===== src/rtl/hazard_ctrl.sv =====
// Hazard controller for the 5-stage MIPS pipeline: stalls, flushes, operand forwarding,
// multi-cycle mult/div sequencing and saturating stall/flush statistics.
module hazard_ctrl #(
   parameter int unsigned MD_LATENCY = 4,
   parameter int unsigned CNT_W      = 16
) (
   input  logic             clk,
   input  logic             reset,
   input  logic [4:0]       RsD,
   input  logic [4:0]       RtD,
   input  logic [4:0]       RsE,
   input  logic [4:0]       RtE,
   input  logic [4:0]       WriteRegE,
   input  logic [4:0]       WriteRegM,
   input  logic [4:0]       WriteRegW,
   input  logic             RegWriteE,
   input  logic             RegWriteM,
   input  logic             RegWriteW,
   input  logic             MemtoRegE,
   input  logic             MemtoRegM,
   input  logic             BranchD,
   input  logic             JumpD,
   input  logic             JumpRegD,
   input  logic             PCSrcD,
   input  logic             mdUseD,
   input  logic             mdStartE,
   output logic             StallF,
   output logic             StallD,
   output logic             FlushD,
   output logic             FlushE,
   output logic             ForwardAD,
   output logic             ForwardBD,
   output logic [1:0]       ForwardAE,
   output logic [1:0]       ForwardBE,
   output logic             mdBusy,
   output logic             mdErr,
   output logic [CNT_W-1:0] stallCycles,
   output logic [CNT_W-1:0] flushCount
);

   localparam int unsigned MdCntW = (MD_LATENCY > 1) ? $clog2(MD_LATENCY) : 1;
   localparam logic [MdCntW-1:0] MdCntLoad = MdCntW'(MD_LATENCY - 1);

   typedef enum logic {StIdle, StBusy} md_state_e;

   md_state_e         state_q, state_d;
   logic [MdCntW-1:0] cnt_q, cnt_d;
   logic              md_err_q, md_err_d;
   logic [CNT_W-1:0]  stall_cnt_q, stall_cnt_d;
   logic [CNT_W-1:0]  flush_cnt_q, flush_cnt_d;

   logic       lw_stall, br_stall, md_stall, stall;
   logic       br_rt_cmp, br_dep_e, br_dep_m;
   logic       md_busy_raw, flush_d_raw;
   logic       fwd_ad_raw, fwd_bd_raw;
   logic [1:0] fwd_ae_raw, fwd_be_raw;

   // Register $0 is hard-wired, so it never creates a dependency.
   function automatic logic reg_match(input logic [4:0] dst, input logic [4:0] src);
      return (dst != 5'd0) && (dst == src);
   endfunction

   function automatic logic [1:0] fwd_sel(input logic [4:0] src, input logic wr_m,
                                          input logic [4:0] dst_m, input logic wr_w,
                                          input logic [4:0] dst_w);
      logic [1:0] sel;
      sel = 2'b00;
      if (wr_m && reg_match(dst_m, src)) begin
         sel = 2'b10;
      end else if (wr_w && reg_match(dst_w, src)) begin
         sel = 2'b01;
      end
      return sel;
   endfunction

   // Hazard detection
   always_comb begin
      lw_stall  = MemtoRegE & (reg_match(RtE, RsD) | reg_match(RtE, RtD));
      // jr only reads rs, so rt must not cause a spurious stall.
      br_rt_cmp = BranchD & ~JumpRegD;
      br_dep_e  = RegWriteE & (reg_match(WriteRegE, RsD) |
                               (br_rt_cmp & reg_match(WriteRegE, RtD)));
      br_dep_m  = MemtoRegM & (reg_match(WriteRegM, RsD) |
                               (br_rt_cmp & reg_match(WriteRegM, RtD)));
      br_stall  = (BranchD | JumpRegD) & (br_dep_e | br_dep_m);

      md_busy_raw = (state_q == StBusy) | mdStartE;
      md_stall    = mdUseD & md_busy_raw;

      stall       = lw_stall | br_stall | md_stall;
      flush_d_raw = (PCSrcD | JumpD | JumpRegD) & ~stall;
   end

   // Forwarding selects
   always_comb begin
      fwd_ad_raw = RegWriteM & reg_match(WriteRegM, RsD);
      fwd_bd_raw = RegWriteM & reg_match(WriteRegM, RtD);
      fwd_ae_raw = fwd_sel(RsE, RegWriteM, WriteRegM, RegWriteW, WriteRegW);
      fwd_be_raw = fwd_sel(RtE, RegWriteM, WriteRegM, RegWriteW, WriteRegW);
   end

   // Reset forces a bubble into both pipeline registers and silences everything else.
   always_comb begin
      StallF    = stall & ~reset;
      StallD    = stall & ~reset;
      FlushE    = stall | reset;
      FlushD    = flush_d_raw | reset;
      ForwardAD = fwd_ad_raw & ~reset;
      ForwardBD = fwd_bd_raw & ~reset;
      ForwardAE = reset ? 2'b00 : fwd_ae_raw;
      ForwardBE = reset ? 2'b00 : fwd_be_raw;
      mdBusy    = md_busy_raw & ~reset;
      mdErr     = md_err_q;
   end

   // Mult/div sequencer next state
   always_comb begin
      state_d  = state_q;
      cnt_d    = cnt_q;
      md_err_d = md_err_q;
      unique case (state_q)
         StIdle: begin
            if (mdStartE) begin
               state_d = StBusy;
               cnt_d   = MdCntLoad;
            end
         end
         StBusy: begin
            // A start while busy is a protocol error; the countdown is left untouched.
            if (mdStartE) begin
               md_err_d = 1'b1;
            end
            if (cnt_q == '0) begin
               state_d = StIdle;
            end else begin
               cnt_d = cnt_q - MdCntW'(1);
            end
         end
         default: begin
            state_d = StIdle;
            cnt_d   = '0;
         end
      endcase
   end

   always_ff @(posedge clk or posedge reset) begin
      if (reset) begin
         state_q  <= StIdle;
         cnt_q    <= '0;
         md_err_q <= 1'b0;
      end else begin
         state_q  <= state_d;
         cnt_q    <= cnt_d;
         md_err_q <= md_err_d;
      end
   end

   // Saturating statistics
   always_comb begin
      stall_cnt_d = stall_cnt_q;
      flush_cnt_d = flush_cnt_q;
      if (stall && (stall_cnt_q != '1)) begin
         stall_cnt_d = stall_cnt_q + CNT_W'(1);
      end
      if (flush_d_raw && (flush_cnt_q != '1)) begin
         flush_cnt_d = flush_cnt_q + CNT_W'(1);
      end
   end

   always_ff @(posedge clk or posedge reset) begin
      if (reset) begin
         stall_cnt_q <= '0;
         flush_cnt_q <= '0;
      end else begin
         stall_cnt_q <= stall_cnt_d;
         flush_cnt_q <= flush_cnt_d;
      end
   end

   assign stallCycles = stall_cnt_q;
   assign flushCount  = flush_cnt_q;

endmodule


===== config.mk =====
export PLATFORM = sky130hd
export DESIGN_NAME = hazard_ctrl
export DESIGN_NICKNAME = d
export VERILOG_FILES = /design/src/rtl/hazard_ctrl.sv
export SDC_FILE = /design/constraint.sdc
export NUM_CORES = 1
export LEC_CHECK = 0
export CELL_PAD_IN_SITES_DETAIL_PLACEMENT = 0
export CELL_PAD_IN_SITES_GLOBAL_PLACEMENT = 2
export CORE_UTILIZATION = 30
export CTS_BUF_LIST = sky130_fd_sc_hd__clkbuf_4 sky130_fd_sc_hd__clkbuf_8
export CTS_CLUSTER_DIAMETER = 60
export DETAILED_ROUTE_END_ITERATION = 7
export PLACE_DENSITY = 0.87
export SKIP_CTS_REPAIR_TIMING = 1
export SLEW_MARGIN = 20
export SYNTH_ARGS = -nofsm -noshare
export SYNTH_HDL_FRONTEND = slang
export SYNTH_SLANG_ARGS = --single-unit

===== constraint.sdc =====
create_clock -name clk -period 4.35 [get_ports clk]
set_input_delay 0.87 -clock clk [delete_from_list [all_inputs] [get_ports clk]]
set_output_delay 0.87 -clock clk [all_outputs]
set_load 0.03 [all_outputs]

# Yosys cells after proc, flatten, opt, wreduce, memory -nomap -nowiden
# Cells that the tools add are included.
dict set report classes {
  n_reduce_logical 23
  n_eq_ne 14
  add_sub_neg 3
  bitwise_logic 31
  mux 12
}
# operator n
set ops {}
lappend ops {{5-bit equality test} 10}
lappend ops {{16-bit by 1-bit adder with 16-bit output, second input constant} 2}
lappend ops {{16-bit != test, second input constant} 2}
lappend ops {{5-bit nonzero test} 4}
lappend ops {{1-bit logical AND} 16}
lappend ops {{1-bit AND} 15}
lappend ops {{2-bit two-way mux} 6}
lappend ops {{1-bit OR} 12}
lappend ops {{1-bit two-way mux} 4}
lappend ops {{2-bit != test, second input constant} 2}
lappend ops {{1-bit NOT} 4}
lappend ops {{2-bit one-hot mux with 2 select lines} 1}
lappend ops {{2-bit AND reduction} 2}
lappend ops {{2-bit zero test} 1}
lappend ops {{1-bit one-hot mux with 2 select lines} 1}
lappend ops {{2-bit by 1-bit subtractor with 2-bit output, second input constant} 1}
dict set report totals {
  word_cells 88
  reg_bits 36
  in_bits 48
}

# Logic depth before layout (Yosys ltp)
dict set report logic_depth {
  ltp_word 12
  mapped_depth 10
  depth_no_buf 7
}

# Worst setup path before layout
# No wires, ideal clock.
dict set report synth_timing {
  path_kind {input-to-output}
  startpoint {in WriteRegM[2]}
  endpoint {out FlushD}
  t_arrival_ns 3.092
  setup_slack_ns 0.388
  required_time_ns 3.480
  cell_stages 9
  cell_sequence {buf_2 > or4_4 > o221ai_2 > or3b_1 > o221a_4 > nand2_4 > buf_6 > buf_2 > o21ai_0}
}
dict set report synth_between {
  elab_chain_cells 12
}
# item line_no
set synth_lines {}
lappend synth_lines {{start: declaration} 14} ;# input logic [4:0] WriteRegM,
lappend synth_lines {{5-bit equality test or 5-bit nonzero test (tied branches)} 60} ;# return (dst != 5'd0) && (dst == src);
lappend synth_lines {{1-bit logical AND} 60}
lappend synth_lines {{1-bit AND} 84} ;# (br_rt_cmp & reg_match(WriteRegM, RtD)));
lappend synth_lines {{1-bit OR (*)} 83} ;# br_dep_m = MemtoRegM & (reg_match(WriteRegM, RsD) |
lappend synth_lines {{1-bit AND (*)} 83}
lappend synth_lines {{1-bit OR (*)} 85} ;# br_stall = (BranchD | JumpRegD) & (br_dep_e | br_dep_m);
lappend synth_lines {{1-bit AND (*)} 85}
lappend synth_lines {{1-bit OR (*) (2 in a row)} 90} ;# stall = lw_stall | br_stall | md_stall;
lappend synth_lines {{1-bit NOT (*)} 91} ;# flush_d_raw = (PCSrcD | JumpD | JumpRegD) & ~stall;
lappend synth_lines {{1-bit AND (*)} 91}
lappend synth_lines {{1-bit OR (*)} 107} ;# FlushD = flush_d_raw | reset;
lappend synth_lines {{end: declaration} 29} ;# output logic FlushD,
# Mark *: on every way between the ends. The rest lies on a longest branch, timed or not.

# Worst setup path in the final report
dict set report layout_timing {
  startpoint {in WriteRegM[0]}
  endpoint {out StallF}
}
dict set report layout_between {
  elab_chain_cells 10
}
# item line_no
set layout_lines {}
lappend layout_lines {{5-bit equality test or 5-bit nonzero test (tied branches)} 60}
lappend layout_lines {{1-bit logical AND} 60}
lappend layout_lines {{1-bit AND} 84}
lappend layout_lines {{1-bit OR (*)} 83}
lappend layout_lines {{1-bit AND (*)} 83}
lappend layout_lines {{1-bit OR (*)} 85}
lappend layout_lines {{1-bit AND (*)} 85}
lappend layout_lines {{1-bit OR (*) (2 in a row)} 90}
lappend layout_lines {{1-bit AND (*)} 104} ;# StallF = stall & ~reset;
lappend layout_lines {{end: declaration} 27} ;# output logic StallF,
# Marks and branches as above.

==> results.yml <==
placed_design:
  hpwl_um: 5480
  dp_cells: 464
  port_buffers: 91
  gp_congestion: 0.836
setup_path:
  cp.required_ns: 3.48
  cp_cell_sequence: "clkdlybuf4s50_1 > o221ai_2 > or3b_1 > o221a_4 > a21oi_1 > clkdlybuf4s50_1"
  start_kind: "primary input"
  critPathArrivalTime_ns: 3.34
  cp_slowest_stage_delay_ns: 0.72
  path_max_fanout: 6
  worst-path-buf-inv: 2
  critPathTopFamily: "buffers and inverters"
  critPathCaptureType: "primary output"
  crit_path_frequent_cell: "clkdlybuf4s50_1"
  critical_path.slowest_cell: "clkdlybuf4s50_1"
  crit_type: "in2out"
final_layout:
  antenna_cells: 0
  fin_cells: 472
  drive_gt1_share_pct: 11.7
  area_delta_synth_final_pct: 42.7
  finalNetCount: 417
drt:
  drtIter0Drc: 85
  postRouteAntennaNets: 0
  via_count: 2308
  route.detailed.drc: 0
  wl_per_cell_um: 14.7
  vias_per_cell: 4.89
  routed_wl_um: 6920
  drt-pass1-iter-count: 4
clock_network:
  ctsRootBufferMaster: "clkbuf_8"
  clkLatencyLatePin_ns: 0.29
  cts_htree_levels: 2
  clkSlewWorstSetupHoldPaths_ns: 0.07
  cts.path.max_buffers: 2
  cts_tree: "done"
  clock-sinks: 36
  cts_buffers: 5
synth:
  synth-main-ff-cell: "dfrtp_1"
  yosys.area.top_type: "dfrtp_1"
  syn_nets: 327
  synth-seq-area-share_pct: 34.4
  synth_area_um2: 2620
  synthTopCellsByArea: "dfrtp_1 34%, xnor2_1 13%, xor2_1 13%, nand3_1 5.0%, and3_1 2.6%"
  synth_edf_count: 0
  synth_top_area_share_pct: 34.4
  async_flop_share_pct: 100
  yosysUniqueCellTypes: 45
  synth_cells: 276
  synth_area_per_cell_um2: 9.50
  synth.most_common_cell: "xnor2_1"
  ys_seq_elements: 36
  synth_commonest_cells: "39 x xnor2_1, 38 x xor2_1, 36 x dfrtp_1, 26 x nand3_1, 13 x nor2_1"
  yosys_warnings: 0
grt:
  grt_pass1_vias: 2233
  grt_use_met1_pct: 21.1
  grt.total_usage_pct: 15.7
  grtUsageMet2_pct: 26.1
  antenna_found_initial: 0
  gr-max-usage-layer: "met2"
  use_met3_pct: 2.79
  grt_pass1_wl_um: 11000
  grt_max_degree: 38
  grt-ovfl-total: 0
sta:
  setup_viol: 0
  rsz0062_at_grt: "no"
  finalHoldViolations: 0
  fin_skew_ns: 0.00823
  worst_pin_slew_ns: 0.495
  fin_crit_sh_pct: 96.7
  clock.fmax_mhz: 238
  tns_ns: 0
  whs_ns: 0.477
  maxSlewHeadroom_pct: 66.7
  min_period_ns: 4.21
  drv_slew: 0
floorplan:
  start_util_pct: 31.4
  pin_count: 92
  fp.dieArea_um2: 9120
  die_x_um: 95.5
  placementRows: 33
  coreArea_um2: 8340
  die_y_um: 95.5
power_and_ir_drop:
  power_density_nw_per_um2: 400
  ir_drop_mv: 0.210
  p_leak_uw: 0.00152
status:
  status: "completed"
flow_run:
  drv_cap: 0
worst_hold_path:
  hold_path.class: "reg2reg"
==> sequential cells by signal, summed over array words and instances (netlist names) <==
name	flops
stallCycles	16
state_q	1
mdErr	1
flushCount	16
cnt_q	2
==> per-layer routing <==
layer / vias up / part of all wire, %
met5: - / 0
met4: 0 / 0.71
met3: 5 / 3.1
met2: 55 / 49
met1: 1111 / 47
li1: 1137 / -
==> metrics by stage <==
step	worst slack (ns)	util, %	area [um^2]	power, uW
2_1_floorplan	0.388	-	2620	913
5_1_grt	0.0773	44.9	3740	1590
4_1_cts	0.149	44.9	3740	1510
6_report	0.143	44.9	3740	1500
3_5_place_dp	0.150	43.3	3610	1180
3_3_place_gp	0.212	43.3	3610	1180
==> report_power, final <==
part / total (uW) / switching, uW / internal, uW
sequential: 528 / 108 / 420
clock: 322 / 120 / 202
combinational: 645 / 343 / 302
==> layout by cell type, fill, tap and decap left out, types with 3 or more instances in the layout <==
cell,Yosys,layout
clkbuf_8,1,7
clkdlybuf4s50_1,0,87
nor4_2,2,3
nor3_2,6,6
dfrtp_1,36,36
xnor2_1,39,39
xor2_1,38,38
nor4_1,7,6
nand2_1,9,9
buf_4,2,14
nor3_1,10,10
or4_1,4,4
nor2_1,13,13
nand4_1,8,8
o21ai_0,4,4
nand2b_1,3,3
ha_1,3,3
inv_1,6,6
a21oi_1,6,6
nand3_1,26,26
and3_1,11,11
mux2_2,5,5
==> final timing paths <==
| path | start | to | slack (ns) | cells past startpoint |
|---|---|---|---|---|
| setup / recovery | WriteRegM[0] | StallF | 0.14 | 6 |
| hold / removal | mdErr | mdErr | 0.48 | 1 |
| setup reg to reg | stallCycles[0] | stallCycles[1] | 2.15 | 6 |
| hold reg to reg | mdErr | mdErr | 0.48 | 1 |
| max in group asynchronous | reset | stallCycles[3] | 2.71 | 3 |
| min in group asynchronous | reset | stallCycles[6] | 1.29 | 3 |
==> logic make-up (layout without fill, tap and decap cells) <==
logic type / count (synthesis) / after routing / share of synthesized area [%]
xor gates and xnor gates: 77 / 77 / 25.7
adders and majority gates: 3 / 3 / 1.43
muxes: 5 / 5 / 2.15
and+or+nand+nor: 111 / 111 / 25.0
AOI/OAI and AO/OA: 20 / 20 / 5.87
buffers and inverters: 24 / 115 / 5.44
DFF: 36 / 36 / 34.4
==> area by class of cell <==
class	count	area [um^2]
Clock inverter	1	30.0
Timing Repair Buffer	101	976
Tap cell	105	131
Inverter	6	22.5
Multi-Input combinational cell	216	1580
Clock buffer	7	96.3
Fill cell	814	4600
Sequential cell	36	901
Note: power is estimated with default switching activity, not from simulation.
